### config.mk
export PLATFORM = sky130hd
export DESIGN_NAME = readout_byte_seq
export DESIGN_NICKNAME = d
export VERILOG_FILES = /design/src/rtl/readout_seq_pkg.sv /design/src/rtl/readout_sel_dec.sv /design/src/rtl/readout_byte_seq.sv
export SDC_FILE = /design/constraint.sdc
export NUM_CORES = 1
export LEC_CHECK = 0
export CORE_ASPECT_RATIO = 0.8
export CORE_UTILIZATION = 44
export DETAILED_ROUTE_END_ITERATION = 16
export PLACE_DENSITY = 0.77
export SLEW_MARGIN = 40
export SYNTH_ARGS = -nofsm -noshare
export SYNTH_HDL_FRONTEND = slang
export SYNTH_SLANG_ARGS = --single-unit
### constraint.sdc
create_clock -name clk -period 2.2 [get_ports clk]
set_clock_uncertainty 0.2 [all_clocks]
set_input_delay 0.66 -clock clk [delete_from_list [all_inputs] [get_ports clk]]
set_output_delay 0.66 -clock clk [all_outputs]
set_load 0.005 [all_outputs]
### src/rtl/readout_seq_pkg.sv
// Shared types and size/offset helpers for the readout byte sequencer.
// Build option SEQ_CHECKSUM_EN is consumed by readout_byte_seq, not here.
package readout_seq_pkg;

  typedef enum logic [1:0] {
    IDLE = 2'd0,
    SEL  = 2'd1,
    HOLD = 2'd2,
    DONE = 2'd3
  } seq_state_e;

  localparam int FPGA_OFS = 0;
  localparam int VER_OFS  = 1;

  function automatic int calc_nsel(int nver, int nch, int cbytes);
    return 3 + nver + nch * cbytes;
  endfunction

  // One spare code so the optional checksum byte can carry index NSEL.
  function automatic int calc_iw(int nver, int nch, int cbytes);
    return $clog2(calc_nsel(nver, nch, cbytes) + 1);
  endfunction

  function automatic int penc_ofs(int nver);
    return 1 + nver;
  endfunction

  function automatic int cntr_ofs(int nver);
    return 2 + nver;
  endfunction

  function automatic int dac_ofs(int nver, int nch, int cbytes);
    return 2 + nver + nch * cbytes;
  endfunction

endpackage

### src/rtl/readout_sel_dec.sv
// Combinational index-to-select decoder; active-low one-hot, all ones when disabled.
module readout_sel_dec #(
  parameter int NSEL = 24,
  parameter int IW   = 5
) (
  input  logic [IW-1:0]   idx,
  input  logic            en,
  output logic [NSEL-1:0] sel_n
);

  always_comb begin
    sel_n = '1;
    for (int i = 0; i < NSEL; i++) begin
      if (en && idx == IW'(i)) sel_n[i] = 1'b0;
    end
  end

endmodule

### src/rtl/readout_byte_seq.sv
// Walks every readout byte in select-map order and streams it out over valid/ready.
// Define SEQ_CHECKSUM_EN to append an XOR checksum byte (out_idx = NSEL) after the DAC byte.
//
// state | meaning
// IDLE  | waiting for start, all selects released
// SEL   | one select low, wait counter running, capture on terminal count
// HOLD  | byte presented on out_*, waiting for out_ready
// DONE  | one-cycle done pulse, then back to IDLE
module readout_byte_seq
  import readout_seq_pkg::*;
#(
  parameter int NVER    = 5,
  parameter int NCH     = 4,
  parameter int CBYTES  = 4,
  parameter int DW      = 8,
  parameter int RD_WAIT = 1,
  localparam int NSEL   = calc_nsel(NVER, NCH, CBYTES),
  localparam int IW     = calc_iw(NVER, NCH, CBYTES)
) (
  input  logic            clk,
  input  logic            rst_n,
  input  logic            start,
  input  logic            abort,
  output logic [NSEL-1:0] sel_n,
  input  logic [DW-1:0]   rd_data,
  output logic [DW-1:0]   out_data,
  output logic [IW-1:0]   out_idx,
  output logic            out_valid,
  input  logic            out_ready,
  output logic            busy,
  output logic            done
);

  localparam int CW = 4;
  localparam logic [IW-1:0] DAC_IDX = IW'(dac_ofs(NVER, NCH, CBYTES));
`ifdef SEQ_CHECKSUM_EN
  localparam logic [IW-1:0] LAST_IDX = IW'(NSEL);
`else
  localparam logic [IW-1:0] LAST_IDX = DAC_IDX;
`endif

  seq_state_e      state_q, state_d;
  logic [IW-1:0]   idx_q, idx_d;
  logic [CW-1:0]   cnt_q;
  logic            abort_q;
  logic [NSEL-1:0] sel_d;
  logic            capture, accept, stop;

  assign capture = (state_q == SEL) && !abort && (cnt_q == '0);
  assign accept  = (state_q == HOLD) && out_ready;
  // An abort seen while holding a byte is remembered until the handshake.
  assign stop    = abort || abort_q;

  always_ff @(posedge clk or negedge rst_n) begin
    if (!rst_n) begin
      state_q <= IDLE;
      idx_q   <= '0;
    end else begin
      state_q <= state_d;
      idx_q   <= idx_d;
    end
  end

  always_comb begin
    state_d = state_q;
    idx_d   = idx_q;
    case (state_q)
      IDLE: begin
        if (start) begin
          state_d = SEL;
          idx_d   = '0;
        end
      end
      SEL: begin
        if (abort)              state_d = IDLE;
        else if (cnt_q == '0)   state_d = HOLD;
      end
      HOLD: begin
        if (out_ready) begin
          if (stop)                    state_d = IDLE;
          else if (idx_q == LAST_IDX)  state_d = DONE;
`ifdef SEQ_CHECKSUM_EN
          else if (idx_q == DAC_IDX) begin
            state_d = HOLD;
            idx_d   = LAST_IDX;
          end
`endif
          else begin
            state_d = SEL;
            idx_d   = idx_q + IW'(1);
          end
        end
      end
      DONE:    state_d = IDLE;
      default: state_d = IDLE;
    endcase
  end

  always_comb begin
    busy = (state_q != IDLE);
    done = (state_q == DONE);
  end

  // Decode the next state so the select register lines up with the SEL state.
  readout_sel_dec #(.NSEL(NSEL), .IW(IW)) u_sel_dec (
    .idx   (idx_d),
    .en    (state_d == SEL),
    .sel_n (sel_d)
  );

`ifdef SEQ_CHECKSUM_EN
  logic [DW-1:0] csum_q;

  always_ff @(posedge clk or negedge rst_n) begin
    if (!rst_n)                 csum_q <= '0;
    else if (state_q == IDLE)   csum_q <= '0;
    else if (capture)           csum_q <= csum_q ^ rd_data;
  end
`endif

  always_ff @(posedge clk or negedge rst_n) begin
    if (!rst_n) begin
      sel_n     <= '1;
      cnt_q     <= '0;
      abort_q   <= 1'b0;
      out_data  <= '0;
      out_idx   <= '0;
      out_valid <= 1'b0;
    end else begin
      sel_n   <= sel_d;
      abort_q <= (state_q == HOLD) && stop && !accept;
      if (state_q != SEL)      cnt_q <= CW'(RD_WAIT - 1);
      else if (cnt_q != '0)    cnt_q <= cnt_q - CW'(1);
      if (capture) begin
        out_data  <= rd_data;
        out_idx   <= idx_q;
        out_valid <= 1'b1;
      end else if (accept) begin
`ifdef SEQ_CHECKSUM_EN
        if (!stop && idx_q == DAC_IDX) begin
          out_data <= csum_q;
          out_idx  <= LAST_IDX;
        end else begin
          out_valid <= 1'b0;
        end
`else
        out_valid <= 1'b0;
`endif
      end
    end
  end

endmodule

After elaboration in Yosys (flattened, before gate mapping)
Index checks and enable logic that the tools add are counted.
W data, S select, Z words.
{"block": "word_totals", "latch_bits": 0, "ramBits": 0, "mem_count": 0, "output_inout_bits": 40, "ff_bits": 50, "romBits": 0, "wordCells": 118}
{"block": "op_classes", "n_reduce_logical": 39, "div_mod_pow": 0, "bitwise": 0, "mul": 0, "muxes": 40, "addsub": 2, "order_cmp": 0, "n_shift": 0, "eq_ne": 29}
{"cell": "$eq A5 B5 Y1 const B", "n": 9}
{"cell": "$eq A5 B4 Y1 const B", "n": 8}
{"cell": "$logic_and A1 B1 Y1", "n": 29}
{"cell": "$mux W1", "n": 26}
{"cell": "$eq A5 B3 Y1 const B", "n": 4}
{"cell": "$mux W5", "n": 4}
{"cell": "$mux W2", "n": 6}
{"cell": "$eq A5 B2 Y1 const B", "n": 2}
{"cell": "$pmux W5 S2", "n": 1}
{"cell": "$mux W4", "n": 2}
{"cell": "$pmux W2 S4", "n": 1}
{"cell": "$reduce_bool A2 Y1", "n": 3}
{"cell": "$add A5 B1 Y5 const B", "n": 1}
{"cell": "$eq A5 B1 Y1 const B", "n": 1}
{"cell": "$logic_not A5 Y1", "n": 1}
{"cell": "$eq A2 B1 Y1 const B", "n": 2}
{"cell": "$eq A2 B2 Y1 const B", "n": 2}
{"cell": "$logic_not A4 Y1", "n": 1}
{"cell": "$reduce_bool A4 Y1", "n": 1}
{"cell": "$sub A4 B1 Y4 const B", "n": 1}
{"cell": "$logic_not A1 Y1", "n": 2}
{"cell": "$logic_not A2 Y1", "n": 1}
{"cell": "$ne A2 B1 Y1 const B", "n": 1}
{"cell": "$logic_or A1 B1 Y1", "n": 1}

Depth between registers and ports, before layout
{"block": "depth", "ltp_word": 8, "mapped_depth": 7, "ltp_nobuf": 7}

Modules after synthesis
Synthesis repeated with hierarchy kept, for this count alone.
{"block": "unflattened", "cells_unflattened": 163, "area_unflattened_um2": 2092.0}
{"mod": "readout_byte_seq", "cells_per_inst": 127, "area_each_um2": 1863.0, "instances": 1}
{"mod": "readout_sel_dec", "cells_per_inst": 36, "area_each_um2": 229.0, "instances": 1}

Worst setup path before layout
No wires, ideal clock.
{"block": "synth_timing", "kind": "register to register", "from": "register cnt_q[0]", "to": "register out_data[0]", "stages_incl_launch_ff": 8, "path_slack_ns": -0.045, "synth_period_minus_slack_ns": 2.245, "t_arrival_ns": 1.919, "t_required_ns": 1.875, "setup_ns": 0.125, "n_path_buf": 2, "cell_sequence": "dfrtp_1 > inv_1 > ha_1 > or3b_4 > or3_1 > buf_6 > buf_8 > mux2_4"}
{"block": "synth_via", "elab_chain_cells": 2}
{"item": "from (decl)", "line": "readout_byte_seq.sv:44", "text": "logic [CW-1:0] cnt_q;"}
{"item": "from (signal assigned)", "line": "readout_byte_seq.sv:132", "text": "if (state_q != SEL) cnt_q <= CW'(RD_WAIT - 1);"}
{"item": "from (signal assigned)", "line": "readout_byte_seq.sv:133", "text": "else if (cnt_q != '0) cnt_q <= cnt_q - CW'(1);"}
{"item": "$logic_not A4 Y1", "line": "readout_byte_seq.sv:49", "text": "assign capture = (state_q == SEL) && !abort && (cnt_q == '0);"}
{"item": "$logic_and A1 B1 Y1", "line": "readout_byte_seq.sv:49"}
{"item": "to (signal assigned)", "line": "readout_byte_seq.sv:135", "text": "out_data <= rd_data;"}
{"item": "to (decl)", "line": "readout_byte_seq.sv:26", "text": "output logic [DW-1:0] out_data,"}
Every way passes these cells.
A chain may end at the register's enable or synchronous reset.

Worst setup path in the final report
{"block": "layout_timing", "from": "register cnt_q[1]", "to": "register out_data[5]"}
Same word-level chain as after synthesis.

==> results.txt <==
----------------------------------------------------
[Logic synthesis]
  Gate count of the mapped netlist ... 168
  Post-synthesis sequential area ratio ... between 50% and 60%
  Warnings from Yosys ... 0
  Flops & latches, synth ... 50
  Cell types with the largest area share after synthesis ... dfrtp_1, dfstp_2, nand2_1, mux2_4, mux2_2
  Post-Synthesis Mean Instance Area ... 12.95 um2
  Post-synth net total ... roughly 180
  Library cell occupying the most area in the post-synthesis netlist ... dfrtp_1
  Async S/R FF share, synth ... between 90% and 100%
  Most numerous cell in the Yosys netlist ... nand2_1
  Post-synth top flop ... dfrtp_1
  Fraction of post-synthesis cell area in the top cell type by area ... 29.90%
  Synth cell types ... 43
  Synth top cells by count ... nand2_1, dfrtp_1, dfstp_2
  Cell area after technology mapping ... about 2200 um2
  Post-synth EDFFs ... 0

[Job]
  Maxcap violations ... 0

[Hold path]
  Worst min path class ... in2async

[Clocking]
  Clock tree from TritonCTS ... done
  Clock slew at the register clock pins of the worst setup and hold paths ... roughly 0.090 ns
  Post-CTS Hold Fix Bufs ... 0
  TritonCTS buffer count ... 5
  CTS H-tree depth ... 2
  Clock tree sinks ... 50
  CTS Root Buffer Type ... clkbuf_8
  Clk Latency, worst-skew pair ... ~0.30 ns
  CTS Buffer Depth ... 2

[Status]
  Outcome ... complete, no violations

[Die]
  Chip width ... ~80 um
  Overall die height ... approximately 65 um
  Placeable core region ... roughly 4700 um2
  Cell Rows ... 22
  Count of boundary I/O pins ... between 50 and 60
  Effective utilization at floorplan ... roughly 46%
  Die area ... approximately 5200 um2

[Worst setup path]
  Arrival time at the worst endpoint ... approximately 2.2 ns
  Critical path origin ... cnt_q[1]
  WS Path Type ... reg2reg
  Crit path launch type ... register
  Reg2Reg Launch Point ... cnt_q[1]
  Highest net fanout along the worst path ... 8
  Endpoint type of the worst setup path ... register
  Endpoint required time on the critical path ... roughly 2.2 ns

[Detailed routing]
  Routed wire per std cell ... 15.45 um
  DR vias/cell ... between 5 and 6
  Total detailed-routing wirelength ... between 4 and 5 mm
  DRC Markers ... 0
  Number of violations reported at the end of detailed-routing iteration 0 ... between 100 and 150
  Vias post-DR ... approximately 1,600
  Length of the first detailed-routing pass in iterations ... 4
  Final ANT Viol Nets ... 0

[Placement]
  Final RePlAce weighted congestion ... around 0.87
  Post-detailed-placement cell area ... 2937 um2
  IO Port Bufs ... 52
  Post-DP HPWL ... 3.151 mm

[Power and ir drop]
  Power density over cell area ... 929.3 nW/um2
  Max VDD drop ... 0.0005677 V
  LEAKAGE ... approximately 1.4 nW
  Tot Pwr ... between 3 and 4 mW

[STA]
  Actual transition at the worst max-transition pin ... about 0.32 ns
  Share of the clock period used by the worst path after layout ... 99.55%
  Total of endpoints with negative setup slack in the final report ... 0
  Worst slew margin ... 78.12%
  Setup repair after global routing missed its margin ... true
  Final period demand of the worst path ... around 2.2 ns
  Final number of max-transition violations ... 0
  Fmax achieved ... approximately 460 MHz
  Hold Worst Slack ... roughly 0.13 ns
  Total count of hold-check failures in the final report ... 0

[Global routing]
  Maximum number of pins on one net before global-route repair ... just over 50
  Final global-route overflow total ... 0
  Number of global-route vias before repair ... 1,524
  Initial antenna violation count ... 0
  All-Layer GR Usage ... a little under a fifth
  Wire length of the first global-routing pass ... just over 7 mm

[Layout]
  Area delta synth->final ... 49.22%
  Layout cell share with drive strength beyond 1 ... between 40 and 50%
  Antenna diodes ... 0
  Nets@finish ... ~270
  Fraction of the core area covered by cells at the end of the flow ... a little over two thirds
  Final Cell Area ... 3247 um2

----------------------------------------------------
stage by stage:
stage	std cells	setup TNS (ns)	setup slack (ns)
6_report	316	0	0.009907
5_1_grt	316	-0.5467	-0.05321
4_1_cts	312	0	0.001024
3_5_place_dp	300	-19.45	-0.6359
3_3_place_gp	300	-18.18	-0.6115
2_1_floorplan	168	-0.1498	-0.01873
layer usage:
metal,GRT usage (%),wire (um),vias to the layer above
met5,0,0,-
met4,7.366,81,0
met3,3.099,258,7
met2,29.66,2326,49
met1,25.30,2217,780
li1,-,-,749
logic make-up after synthesis:
group                    count (synthesis)  share of synthesized area (%)
AO/OA/AOI/OAI                           13                          5.405
XOR/XNOR                                 2                         0.8052
adder cells (fa/ha/maj)                  3                          1.725
buffers and inverters                   10                          2.760
flip-flops                              50                          58.88
multiplexers                            16                          10.70
AND/OR/NAND/NOR                         74                          19.72
registers in the layout (all words and copies together) (netlist names):
| name | cells |
|---|---|
| out_idx | 5 |
| abort_q | 1 |
| state_q | 2 |
| idx_q | 5 |
| out_valid | 1 |
| sel_n | 24 |
| out_data | 8 |
| cnt_q | 4 |
cell usage in the layout (no fill, tap or decap), drive strengths merged, types with 4 or more instances in the layout:
cell type	instances
nor3b	4
dlygate4sd2	6
inv	7
dfstp	24
clkdlybuf4s50	25
mux2	14
dlymetal6s2s	18
clkbuf	8
nor2	6
nand2	33
buf	32
nor3	8
dfrtp	26
and3	4
layout make-up:
type | count | area, um2
Fill cell | 336 | 1433
Clock inverter | 2 | 13.76
Inverter | 7 | 28.78
Timing Repair Buffer | 83 | 833.3
Tap cell | 60 | 75.07
Clock buffer | 6 | 72.57
Multi-Input combinational cell | 108 | 939.7
Sequential cell | 50 | 1284
worst max-delay path, cell delays in order (launching register included):
cell and delay (ns):
dfrtp_1 0.40, inv_2 0.08, ha_4 0.12, or3b_4 0.39
or3_4 0.44, buf_12 0.16, mux2_4 0.29
path summary, 6_finish.rpt:
path | to | slack, ns | depth (start not counted)
min in group clk | out_valid | 0.28 | 2
max in group asynchronous | sel_n[13] | 1.39 | 2
worst max-delay path | out_data[5] | 0.01 | 6
worst max register to register | out_data[5] | 0.01 | 6
worst min-delay path | cnt_q[1] | 0.13 | 2
worst min register to register | out_valid | 0.28 | 2
report_power, final:
group / switching (mW) / leakage [nW] / total, mW / internal, mW
Clock: 0.293 / 0.0452 / 0.518 / 0.225
Sequential: 0.104 / 0.588 / 1.19 / 1.09
Combinational: 0.539 / 0.740 / 1.31 / 0.767
what timing repair did:
item                                    in CTS  in global routing
endpoints found under the setup margin      32                 51
resized for setup                           19                 39
buffers inserted                             4                  3
gates cloned                                 0                  1
pin swaps                                    7                 12
No activity file was read; power rests on OpenSTA's default activity.
